==> src/rtl/ts_out_if.sv <==
// ts_out_if: pulls a de-interleaved frame from the byte memory on ts_int and emits it as a packetised
// valid/ready byte stream. Define TS_SYNC_CHECK_EN to add the 0x47 sync-byte checker (sync_err, sync_err_cnt).
`timescale 1ns/1ps
module ts_out_if #(
  parameter int FIFO_DEPTH = 16,
  parameter int PKT_LEN    = 188,
  parameter int LEN_W      = 17
) (
  input  logic             clk,
  input  logic             reset_n,
  input  logic             ts_int,
  input  logic [LEN_W-1:0] frame_bytes,
  output logic             ts_en_rd,
  input  logic             ts_en_out,
  input  logic [7:0]       ts_dout,
  output logic             out_valid,
  input  logic             out_ready,
  output logic [7:0]       out_data,
  output logic             out_sop,
  output logic             out_eop,
  output logic             busy,
  output logic             frame_done,
`ifdef TS_SYNC_CHECK_EN
  output logic             ovf_err,
  output logic             sync_err,
  output logic [15:0]      sync_err_cnt,
  output logic [1:0]       dbg_state
`else
  output logic             ovf_err,
  output logic [1:0]       dbg_state
`endif
);
  localparam int AW = $clog2(FIFO_DEPTH);
  localparam int CW = AW + 1;
  localparam int PW = (PKT_LEN > 1) ? $clog2(PKT_LEN) : 1;

  typedef enum logic [1:0] {IDLE = 2'd0, READ = 2'd1, DRAIN = 2'd2} state_t;
  state_t state, state_n;

  logic [7:0]       mem [FIFO_DEPTH];
  logic [AW-1:0]    wr_ptr, rd_ptr;
  logic [CW-1:0]    fifo_count, outstanding;
  logic [LEN_W-1:0] rd_left, out_left, pend_len, start_len;
  logic [PW-1:0]    pkt_cnt;
  logic [CW:0]      credit;
  logic             pending, start, ts_valid, ret_ok, fifo_full, fifo_wr, accept, issue, last_accept;

  // Handshakes: an output byte transfers on a rising edge with out_valid && out_ready, and
  // out_data/out_sop/out_eop hold while stalled. Each cycle ts_en_rd is high is one request; the
  // memory answers every request with exactly one ts_en_out strobe, in order, after any latency.
  assign ts_valid    = ts_int && (frame_bytes != '0);
  assign ret_ok      = ts_en_out && (outstanding != '0);
  assign fifo_full   = (fifo_count == CW'(FIFO_DEPTH));
  assign fifo_wr     = ret_ok && !fifo_full;
  assign out_valid   = (fifo_count != '0);
  assign accept      = out_valid && out_ready;
  assign last_accept = accept && (state != IDLE) && (out_left == LEN_W'(1));
  // In-flight requests already hold a FIFO slot, so the FIFO can never be asked to overflow.
  assign credit      = {1'b0, fifo_count} + {1'b0, outstanding};
  assign issue       = (state == READ) && (rd_left != '0) && (credit < (CW+1)'(FIFO_DEPTH));
  assign out_data    = out_valid ? mem[rd_ptr] : 8'h00;
  assign out_sop     = out_valid && (pkt_cnt == '0);
  assign out_eop     = out_valid && ((pkt_cnt == PW'(PKT_LEN - 1)) || (out_left == LEN_W'(1)));
  assign busy        = (state != IDLE);
  assign dbg_state   = state;

  always_comb begin
    state_n   = state;
    start     = 1'b0;
    start_len = frame_bytes;
    case (state)
      IDLE:    if (ts_valid) start = 1'b1;
      READ:    if (rd_left == '0) state_n = DRAIN;
      default: ;
    endcase
    // A queued frame starts in the same edge the current one finishes.
    if (last_accept) begin
      state_n = IDLE;
      if (pending) begin
        start     = 1'b1;
        start_len = pend_len;
      end else if (ts_valid) begin
        start = 1'b1;
      end
    end
    if (start) state_n = READ;
  end

  always_ff @(posedge clk or negedge reset_n) begin
    if (!reset_n) begin
      state       <= IDLE;
      ts_en_rd    <= 1'b0;
      frame_done  <= 1'b0;
      ovf_err     <= 1'b0;
      outstanding <= '0;
      fifo_count  <= '0;
      wr_ptr      <= '0;
      rd_ptr      <= '0;
      rd_left     <= '0;
      out_left    <= '0;
      pkt_cnt     <= '0;
      pending     <= 1'b0;
      pend_len    <= '0;
    end else begin
      state       <= state_n;
      ts_en_rd    <= issue;
      frame_done  <= last_accept;
      outstanding <= outstanding + CW'(issue) - CW'(ret_ok);
      fifo_count  <= fifo_count + CW'(fifo_wr) - CW'(accept);
      if (ret_ok && fifo_full) ovf_err <= 1'b1;
      if (fifo_wr) wr_ptr <= wr_ptr + AW'(1);
      if (accept) rd_ptr <= rd_ptr + AW'(1);
      if (start) begin
        rd_left  <= start_len;
        out_left <= start_len;
        pkt_cnt  <= '0;
      end else begin
        if (issue) rd_left <= rd_left - LEN_W'(1);
        if (accept && (out_left != '0)) out_left <= out_left - LEN_W'(1);
        if (accept) pkt_cnt <= out_eop ? '0 : pkt_cnt + PW'(1);
      end
      if (start && pending) begin
        pending <= ts_valid;
        if (ts_valid) pend_len <= frame_bytes;
      end else if (ts_valid && busy && !start) begin
        pending  <= 1'b1;
        pend_len <= frame_bytes;
      end
    end
  end

  always_ff @(posedge clk) begin
    if (fifo_wr) mem[wr_ptr] <= ts_dout;
  end

`ifdef TS_SYNC_CHECK_EN
  logic sync_bad;
  assign sync_bad = accept && out_sop && (out_data != 8'h47);

  always_ff @(posedge clk or negedge reset_n) begin
    if (!reset_n) begin
      sync_err     <= 1'b0;
      sync_err_cnt <= '0;
    end else begin
      sync_err <= sync_bad;
      if (sync_bad && (sync_err_cnt != 16'hFFFF)) sync_err_cnt <= sync_err_cnt + 16'd1;
    end
  end
`endif
endmodule
==> config.mk <==
export PLATFORM = sky130hd
export DESIGN_NAME = ts_out_if
export DESIGN_NICKNAME = d
export VERILOG_FILES = /design/src/rtl/ts_out_if.sv
export SDC_FILE = /design/constraint.sdc
export NUM_CORES = 1
export LEC_CHECK = 0
export CAP_MARGIN = 20
export CORE_ASPECT_RATIO = 0.7
export CORE_MARGIN = 4
export CORE_UTILIZATION = 30
export DETAILED_ROUTE_END_ITERATION = 8
export RECOVER_POWER = 50
export SKIP_CTS_REPAIR_TIMING = 1
export SLEW_MARGIN = 25
export SYNTH_ARGS = -nofsm -noshare
export SYNTH_HDL_FRONTEND = slang
export SYNTH_SLANG_ARGS = --single-unit
==> constraint.sdc <==
create_clock -name clk -period 3.1 [get_ports clk]
set_input_delay 0.465 -clock clk [delete_from_list [all_inputs] [get_ports clk]]
set_output_delay 0.465 -clock clk [all_outputs]
set_load 0.02 [all_outputs]
# Word-level counts from Yosys, hierarchy flattened
# Memories as Yosys holds them, arrays and structs flattened.
# Index checks and enable logic that the tools add are counted.
# totals
wordCells,91
n_memories,1
output_inout_bits,17
regBits,83
ramBits,128
inputBits,30
# op_classes
eq_ne,5
muxes,26
add_sub_neg,10
n_lt_le_gt_ge,1
n_reduce_logical,35
# memory_table
memory,words,width,rd,rd_ports_with_merged_regs,write_ports,line_no,text
mem,16,8,1,0,1,40,logic [7:0] mem [FIFO_DEPTH];
# ops
op,count
17-bit 2-to-1 mux,9
17-bit nonzero test,3
17-bit by 1-bit subtractor with 17-bit output (second input constant),2
8-bit 2-to-1 mux,4
17-bit by 1-bit == test with 1-bit output (second input constant),1
17-bit zero test,1
1-bit logical AND,15
5-bit by 1-bit adder with 5-bit output,2
2-bit nonzero test,5
5-bit nonzero test,2
5-bit by 1-bit subtractor with 5-bit output,2
1-bit 2-to-1 mux,9
4-bit by 1-bit adder with 4-bit output (second input constant),2
8-bit by 1-bit adder with 8-bit output (second input constant),1
8-bit == test (second input constant),1
8-bit zero test,1
2-bit 2-to-1 mux,4
5-bit by 5-bit adder with 6-bit output,1
6-bit by 5-bit < comparator with 1-bit output (second input constant),1
3-bit nonzero test,2
5-bit == test (second input constant),1
2-bit AND reduction,2
2-bit by 1-bit == test with 1-bit output (second input constant),1
1-bit zero test,2
other kinds (3),3

# Logic depth before layout (Yosys ltp)
# Gate-level depths: netlist (run 1).
# depth
depth_word,11
mapped_depth,17

# Least setup slack after synthesis (run 1)
# OpenSTA, ideal clock, no wires.
# synth_path
path_type,register -> register
from,register rd_left[0]
to,register outstanding[4]
slack_ns,-0.157
setup_time_ns,0.125
synth_period_minus_slack_ns,3.257
stages_incl_launch_ff,17
arrival_ns,3.132
required_ns,2.975
cell_sequence,dfrtp_1 -> inv_1 -> ha_1 -> or4b_2 -> nor4_2 -> nor3_1 -> buf_2 -> or2_1 -> nand2_1 -> ha_1 -> inv_1 -> fa_1 -> inv_1 -> a21oi_1 -> nor2_1 -> nor2_1 -> xnor2_1
# synth_via
elab_chain_len,5
# synth_rtl
item,line_no,text
from (decl),43,"logic [LEN_W-1:0] rd_left, out_left, pend_len, start_len;"
from (signal assigned),114,rd_left <= start_len;
from (signal assigned),118,if (issue) rd_left <= rd_left - LEN_W'(1);
17-bit nonzero test,60,assign issue = (state == READ) && (rd_left != '0) && (credit < (CW+1)'(FIFO_DEPTH));
1-bit logical AND (2 in series),60,
named net issue,46,"logic pending, start, ts_valid, ret_ok, fifo_full, fifo_wr, accept, issue, last_accept;"
5-bit by 1-bit adder with 5-bit output,108,outstanding <= outstanding + CW'(issue) - CW'(ret_ok);
5-bit by 1-bit subtractor with 5-bit output,108,
to (signal assigned),108,
to (decl),42,"logic [CW-1:0] fifo_count, outstanding;"
# The timed path passes the listed nets, and every way through them passes these cells.
# A chain may end at the register's enable or synchronous reset.

# Worst setup path in the final report (run 1)
# layout_path
from,register rd_ptr[0]
to,output out_data[2]
# layout_via
elab_chain_len,2
# layout_rtl
item,line_no,text
from (decl),41,"logic [AW-1:0] wr_ptr, rd_ptr;"
from (signal assigned),112,if (accept) rd_ptr <= rd_ptr + AW'(1);
memory 16 x 8 bit,n/a,
8-bit 2-to-1 mux,61,assign out_data = out_valid ? mem[rd_ptr] : 8'h00;
to (decl),18,"output logic [7:0] out_data,"
# Every way passes these cells.

==> flow_summary.yaml, run 1 <==
setup_path:
  crit_path_end_kind: "output port"
  cp_top_family: "multiplexers"
  start_kind: "register"
  critPathBufInv: 4
  reg2reg_depth: 16
  worst-path-max-fanout: 16
  r2r_end: "fifo_count[4]"
  crit_cells: 7
  timing.rr.start: "outstanding[3]"
  cp_common_cell: "mux4_2"
  critPathSlowestCell: "mux4_2"
  crit_chain: "buf_6 > buf_12 > buf_4 > mux4_2 > mux4_2 > and2_1 > buf_2"
  critPathKind: "register to output port"
  arrival_ns: 2.67
  r2r_slack_ns: 0.22
  max_stage_delay_ns: 0.50
  cp_data_required_time_ns: 2.63
clock_tree:
  clock_sinks: 211
  clk_latency_ns: 0.50
  cts.reportedPaths.clkPinSlew_ns: 0.06
  htreeDepth: 1
  cts_tree: "yes"
  cts_buffer_depth: 3
  cts_buffers: 23
  root_buffer: "clkbuf_16"
drt:
  firstDrtPassIters: 4
  detail_route.wl_per_cell_um: 18.66
  num_vias: 5873
  drc_errors: 0
  drt_iter0_drc: 470
  ant_nets: 0
  wl_mm: 22.72
  avgViaCountPerCell: 4.822
timing:
  slew_violations: 0
  setup_ws_ns: -0.03812
  fin_worst_skew_ns: 0.007741
  holdWs_ns: 0.2962
  timing_hold_violations_final: 0
  finalSetupViolations: 4
  slew_headroom: 0.04395
  max_freq_mhz: 318.7
  finalCriticalPeriod_ns: 3.138
  tightest_slew_ns: 1.434
  rsz0062_at_grt: "true"
  fin_setup_tns_ns: -0.1056
  min_period_over_period: 1.012
global_routing:
  grt_pass1_vias: 5842
  grt_use_total: 0.1282
  grt_pass1_wl_mm: 35.47
  antenna_found_initial: 1
  grt_start_max_net_pins: 55
  grt-ovfl-total: 0
power:
  power_frac_seq: 0.393
  power_density_nw_per_um2: 864.9
  power_leakage_uw: 0.004374
  p_clk_frac: 0.260
  intPower_uw: 7038
  ir_worst_vdd_mv: 0.3902
  p_comb_frac: 0.346
  switchingPower_uw: 3262
  p_sw_frac: 0.3167
placed_design:
  dp_hpwl_mm: 15.39
  pre_cts_slack_ns: 0.09192
  gp_congestion: 0.7649
  port_buffers: 46
  placed_area_um2: 11010
die:
  core_area_um2: 31550
  ios: 47
  die_w_um: 223.2
  start_util: 0.3082
  dieArea_um2: 35410
  rows: 54
  die_h_um: 158.6
synth:
  synth-async-reset-ratio: 0.3934
  synth_edf_count: 128
  ys_ff_latch: 211
  syn_area_per_cell_um2: 14.47
  netlist_area_um2: 9726
  yosysWarnings: 0
  synth-main-ff-cell: "edfxtp_1"
  netlist_instances: 672
  syn_nets: 730
  seq_area_frac_synth: 0.6088
  yosysUniqueCellTypes: 61
layout:
  diodes: 0
  drive_gt1_frac: 0.2243
  mostFrequentLayoutCells: "edfxtp_1 (128), dfrtp_1 (82), buf_4 (52), nand2_1 (47), mux4_2 (40)"
  fillers: 2957
  syn2layout_area_growth_pct: 22.45
  final_area_um2: 11910
  fin_nets: 840
  layout_commonest_cell: "edfxtp_1"
worst_hold_path:
  min_path_type: "input pin to async pin"
outcome:
  violations: "negative setup slack"
  status: "finished, violations left"
job:
  cap_violations: 0
-- state kept, by name, summed over array words and instances (netlist names) --
register     cells
mem            128
dbg_state        2
pending          1
rd_ptr           4
fifo_count       5
ts_en_rd         1
pend_len        17
rd_left         17
wr_ptr           4
outstanding      5
pkt_cnt          8
ovf_err          1
frame_done       1
out_left        17
-- layout make-up --
cell class,instances,area (um2),area share
Clock buffer,30,601.8,0.05054
Clock inverter,11,125.1,0.01051
Inverter,32,120.1,0.01009
Multi-Input combinational cell,407,3631,0.3049
Sequential cell,211,5922,0.4973
Tap cell,420,525.5,0.04413
Timing Repair Buffer,107,983.4,0.08258
-- cells by family after synthesis --
family | after synthesis | share of synthesized area
flops | 211 | 0.6088
buf+inv | 54 | 0.02264
fa+ha+maj | 28 | 0.03757
compound gates | 76 | 0.05764
mux | 75 | 0.1311
simple gates | 188 | 0.1063
xor+xnor | 40 | 0.03602
-- metrics by stage --
step / power, uW / cells / util
after floorplan: 6261 / 672 / -
after global placement: 7453 / 1155 / 0.3489
after detailed placement: 7496 / 1155 / 0.3489
after CTS: 10210 / 1196 / 0.3719
after global routing: 10940 / 1218 / 0.3774
final: 10300 / 1218 / 0.3774
-- layer usage --
| layer | vias to the layer above | track usage | part of all wire | routed length (um) |
|---|---|---|---|---|
| li1 | 2738 | - | - | - |
| met1 | 2982 | 0.2046 | 0.52 | 11720 |
| met2 | 119 | 0.1807 | 0.41 | 9405 |
| met3 | 34 | 0.02064 | 0.050 | 1128 |
| met4 | 0 | 0.03168 | 0.020 | 464 |
| met5 | - | 0 | 0 | 0 |
-- worst register-to-register path, cell delays in order (launching register included) --
cell,delay [ns]
dfrtp_1,0.42
inv_1,0.10
ha_1,0.15
inv_1,0.04
o41ai_1,0.46
nor2b_1,0.13
inv_1,0.17
ha_1,0.25
inv_1,0.05
ha_1,0.15
inv_1,0.05
fa_1,0.40
inv_1,0.07
a21oi_1,0.06
nor2_1,0.10
nor2_1,0.06
xnor2_1,0.11
-- cells in the mapped netlist (5+ instances only) --
| master | count | share of area |
|---|---|---|
| edfxtp_1 | 128 | 0.40 |
| dfrtp_1 | 83 | 0.21 |
| nand2_1 | 48 | 0.019 |
| mux4_2 | 40 | 0.093 |
| inv_1 | 32 | 0.012 |
| nor2_1 | 32 | 0.012 |
| ha_1 | 26 | 0.033 |
| xnor2_1 | 26 | 0.023 |
| and2_1 | 25 | 0.016 |
| a21oi_1 | 17 | 0.0087 |
| mux2i_1 | 16 | 0.016 |
| a21boi_1 | 15 | 0.012 |
| nand3_1 | 14 | 0.0072 |
| xor2_1 | 14 | 0.013 |
| nor4_1 | 13 | 0.0084 |
| mux2_2 | 12 | 0.014 |
| nor3_1 | 12 | 0.0062 |
| a21boi_2 | 11 | 0.013 |
| clkbuf_1 | 11 | 0.0042 |
| nand4_1 | 9 | 0.0058 |
| o21ai_0 | 9 | 0.0046 |
| mux2_1 | 7 | 0.0081 |
| buf_2 | 5 | 0.0026 |
| or4_1 | 5 | 0.0039 |
-- power by group through the flow --
stage / clock network [uW] / registers, uW / logic, uW
2_1_floorplan: 0 / 3940 / 2320
3_3_place_gp: 0 / 4080 / 3370
3_5_place_dp: 0 / 4100 / 3400
4_1_cts: 2740 / 4050 / 3420
5_1_grt: 2880 / 4120 / 3940
6_report: 2680 / 4050 / 3570
-- worst max path at each step --
stage / to / slack, ns / startpoint
floorplan: outstanding[4] / 0.004 / rd_left[0]
global placement: out_data[2] / 0.14 / rd_ptr[0]
detailed placement: outstanding[4] / 0.09 / rd_left[0]
CTS: out_data[2] / -0.41 / rd_ptr[0]
global route: out_data[0] / -0.14 / rd_ptr[0]
finish: out_data[2] / -0.04 / rd_ptr[0]
Power figures use the tool's default switching activity.
==> inputs of run 2 (changes only) <==
==> constraint.sdc (replaced) <==
create_clock -name clk -period 3.4 [get_ports clk]
set_input_delay 0.51 -clock clk [delete_from_list [all_inputs] [get_ports clk]]
set_output_delay 0.51 -clock clk [all_outputs]
set_load 0.02 [all_outputs]
==> run 2 against run 1 <==
Compared with the run above:
- the run ends with max-capacitance violations, max-slew violations left
- clock power is 9.7% lower
- die area stayed put
- combinational power decreased by 15%
- sequential share of layout area is 1.1 points higher
- via count is 1.8% lower
- count of clock-buffer cells in the layout is 5 lower
- critical endpoint is now out_sop
- highest routed layer unchanged
==> flow_summary.yaml, run 2 (synthesis results as in run 1) <==
outcome:
  status: "finished, violations left"
  violations: "max-capacitance violations, max-slew violations"
placed_design:
  pre_cts_slack_ns: 0.2644
  port_buffers: 46
  gp_congestion: 0.7672
  dp_hpwl_mm: 15.20
clock_tree:
  cts.reportedPaths.clkPinSlew_ns: 0.06
  htreeDepth: 1
  cts_tree: "yes"
  clk_latency_ns: 0.52
  cts_buffer_depth: 3
  cts_buffers: 23
  root_buffer: "clkbuf_16"
  clock_sinks: 211
drt:
  avgViaCountPerCell: 4.852
  num_vias: 5769
  drc_errors: 0
  ant_nets: 0
  drt_iter0_drc: 471
  wl_mm: 22.23
  firstDrtPassIters: 5
  detail_route.wl_per_cell_um: 18.69
setup_path:
  timing.rr.start: "rd_left[0]"
  crit_path_end_kind: "output port"
  critPathKind: "register to output port"
  arrival_ns: 2.68
  start_kind: "register"
  worst-path-max-fanout: 12
  cp_data_required_time_ns: 2.89
  crit_start: "fifo_count[3]"
die:
  die_w_um: 223.2
  dieArea_um2: 35410
  rows: 54
  ios: 47
  die_h_um: 158.6
  core_area_um2: 31550
  start_util: 0.3082
global_routing:
  grt-ovfl-total: 0
  grt_pass1_vias: 5766
  grt_use_total: 0.1260
  grt_pass1_wl_mm: 34.61
  grt_start_max_net_pins: 43
  antenna_found_initial: 2
power:
  power_leakage_uw: 0.004207
  p_comb_frac: 0.332
  p_clk_frac: 0.265
  power_uw: 9151
  intPower_uw: 6229
  power_density_nw_per_um2: 785.3
  ir_worst_vdd_mv: 0.3948
  p_sw_frac: 0.3193
  power_frac_seq: 0.403
  switchingPower_uw: 2922
worst_hold_path:
  min_path_type: "register to register"
  hold_start: "pend_len[6]"
layout:
  syn2layout_area_growth_pct: 19.83
  largest_reg_flops: 128
  top_register: "mem"
  layout_commonest_cell: "edfxtp_1"
  fin_nets: 811
  mostFrequentLayoutCells: "edfxtp_1 (128), dfrtp_1 (82), nand2_1 (48), mux4_2 (40)"
  fillers: 2942
  drive_gt1_frac: 0.1873
  diodes: 0
timing:
  min_period_over_period: 0.9396
  tightest_slew_ns: 2.420
  fin_worst_skew_ns: 0.01516
  slew_headroom: -0.6133
  finalSetupViolations: 0
  rsz0062_at_grt: "false"
  finalCriticalPeriod_ns: 3.195
  timing_hold_violations_final: 0
  max_freq_mhz: 313.0
  setup_ws_ns: 0.2054
  slew_violations: 43
job:
  cap_violations: 1
==> run 2: final timing paths <==
path	endpoint	slack [ns]	depth (start not counted)
worst max-delay path	out_sop	0.21	6
worst min-delay path	pend_len[6]	0.49	1
worst max register to register	outstanding[4]	0.28	15
worst min register to register	pend_len[6]	0.49	1
max in group asynchronous	rd_ptr[0]	0.98	1
min in group asynchronous	frame_done	0.73	1
==> run 2: layout make-up <==
type / count / area, um2 / share of cell area
Inverter: 32 / 120.1 / 0.01031
Clock buffer: 25 / 583.1 / 0.05003
Clock inverter: 16 / 143.9 / 0.01235
Multi-Input combinational cell: 407 / 3593 / 0.3084
Sequential cell: 211 / 5924 / 0.5084
Timing Repair Buffer: 78 / 763.2 / 0.06549
Tap cell: 420 / 525.5 / 0.04509
==> run 2: power groups by stage <==
stage          Combinational [uW]  Clock, uW  Sequential, uW
4_1_cts                      2970       2490            3730
5_1_grt                      3360       2600            3770
2_1_floorplan                2110          0            3590
3_3_place_gp                 2890          0            3770
3_5_place_dp                 2940          0            3780
6_report                     3040       2420            3690
==> run 2: worst max-delay path: stages, from the launching register on <==
cell and delay (ns):
dfrtp_1 0.43, inv_1 0.10, ha_1 0.16, or4b_1 0.48
buf_4 0.23, and4_1 0.23, clkdlybuf4s50_1 0.56
==> run 2: metrics by stage <==
step / hold slack, ns / cell area (um2) / TNS [ns] / std cells / utilization
final: 0.4877 / 11650 / 0 / 1189 / 0.3693
after global routing: 0.5178 / 11650 / 0 / 1189 / 0.3693
after CTS: -0.002644 / 11570 / -2.068 / 1180 / 0.3666
after detailed placement: 0.4732 / 10840 / 0 / 1139 / 0.3436
after global placement: 0.4670 / 10840 / 0 / 1139 / 0.3436
after floorplan: 0.2144 / 9726 / 0 / 672 / -
==> run 2: per-layer routing <==
layer  routed length [um]  global-route usage  vias up
li1                     -                   -     2679
met1                11580              0.1991     2959
met2                 9364              0.1800      107
met3                  942             0.02175       24
met4                  342             0.02933        0
met5                    0                   0        -
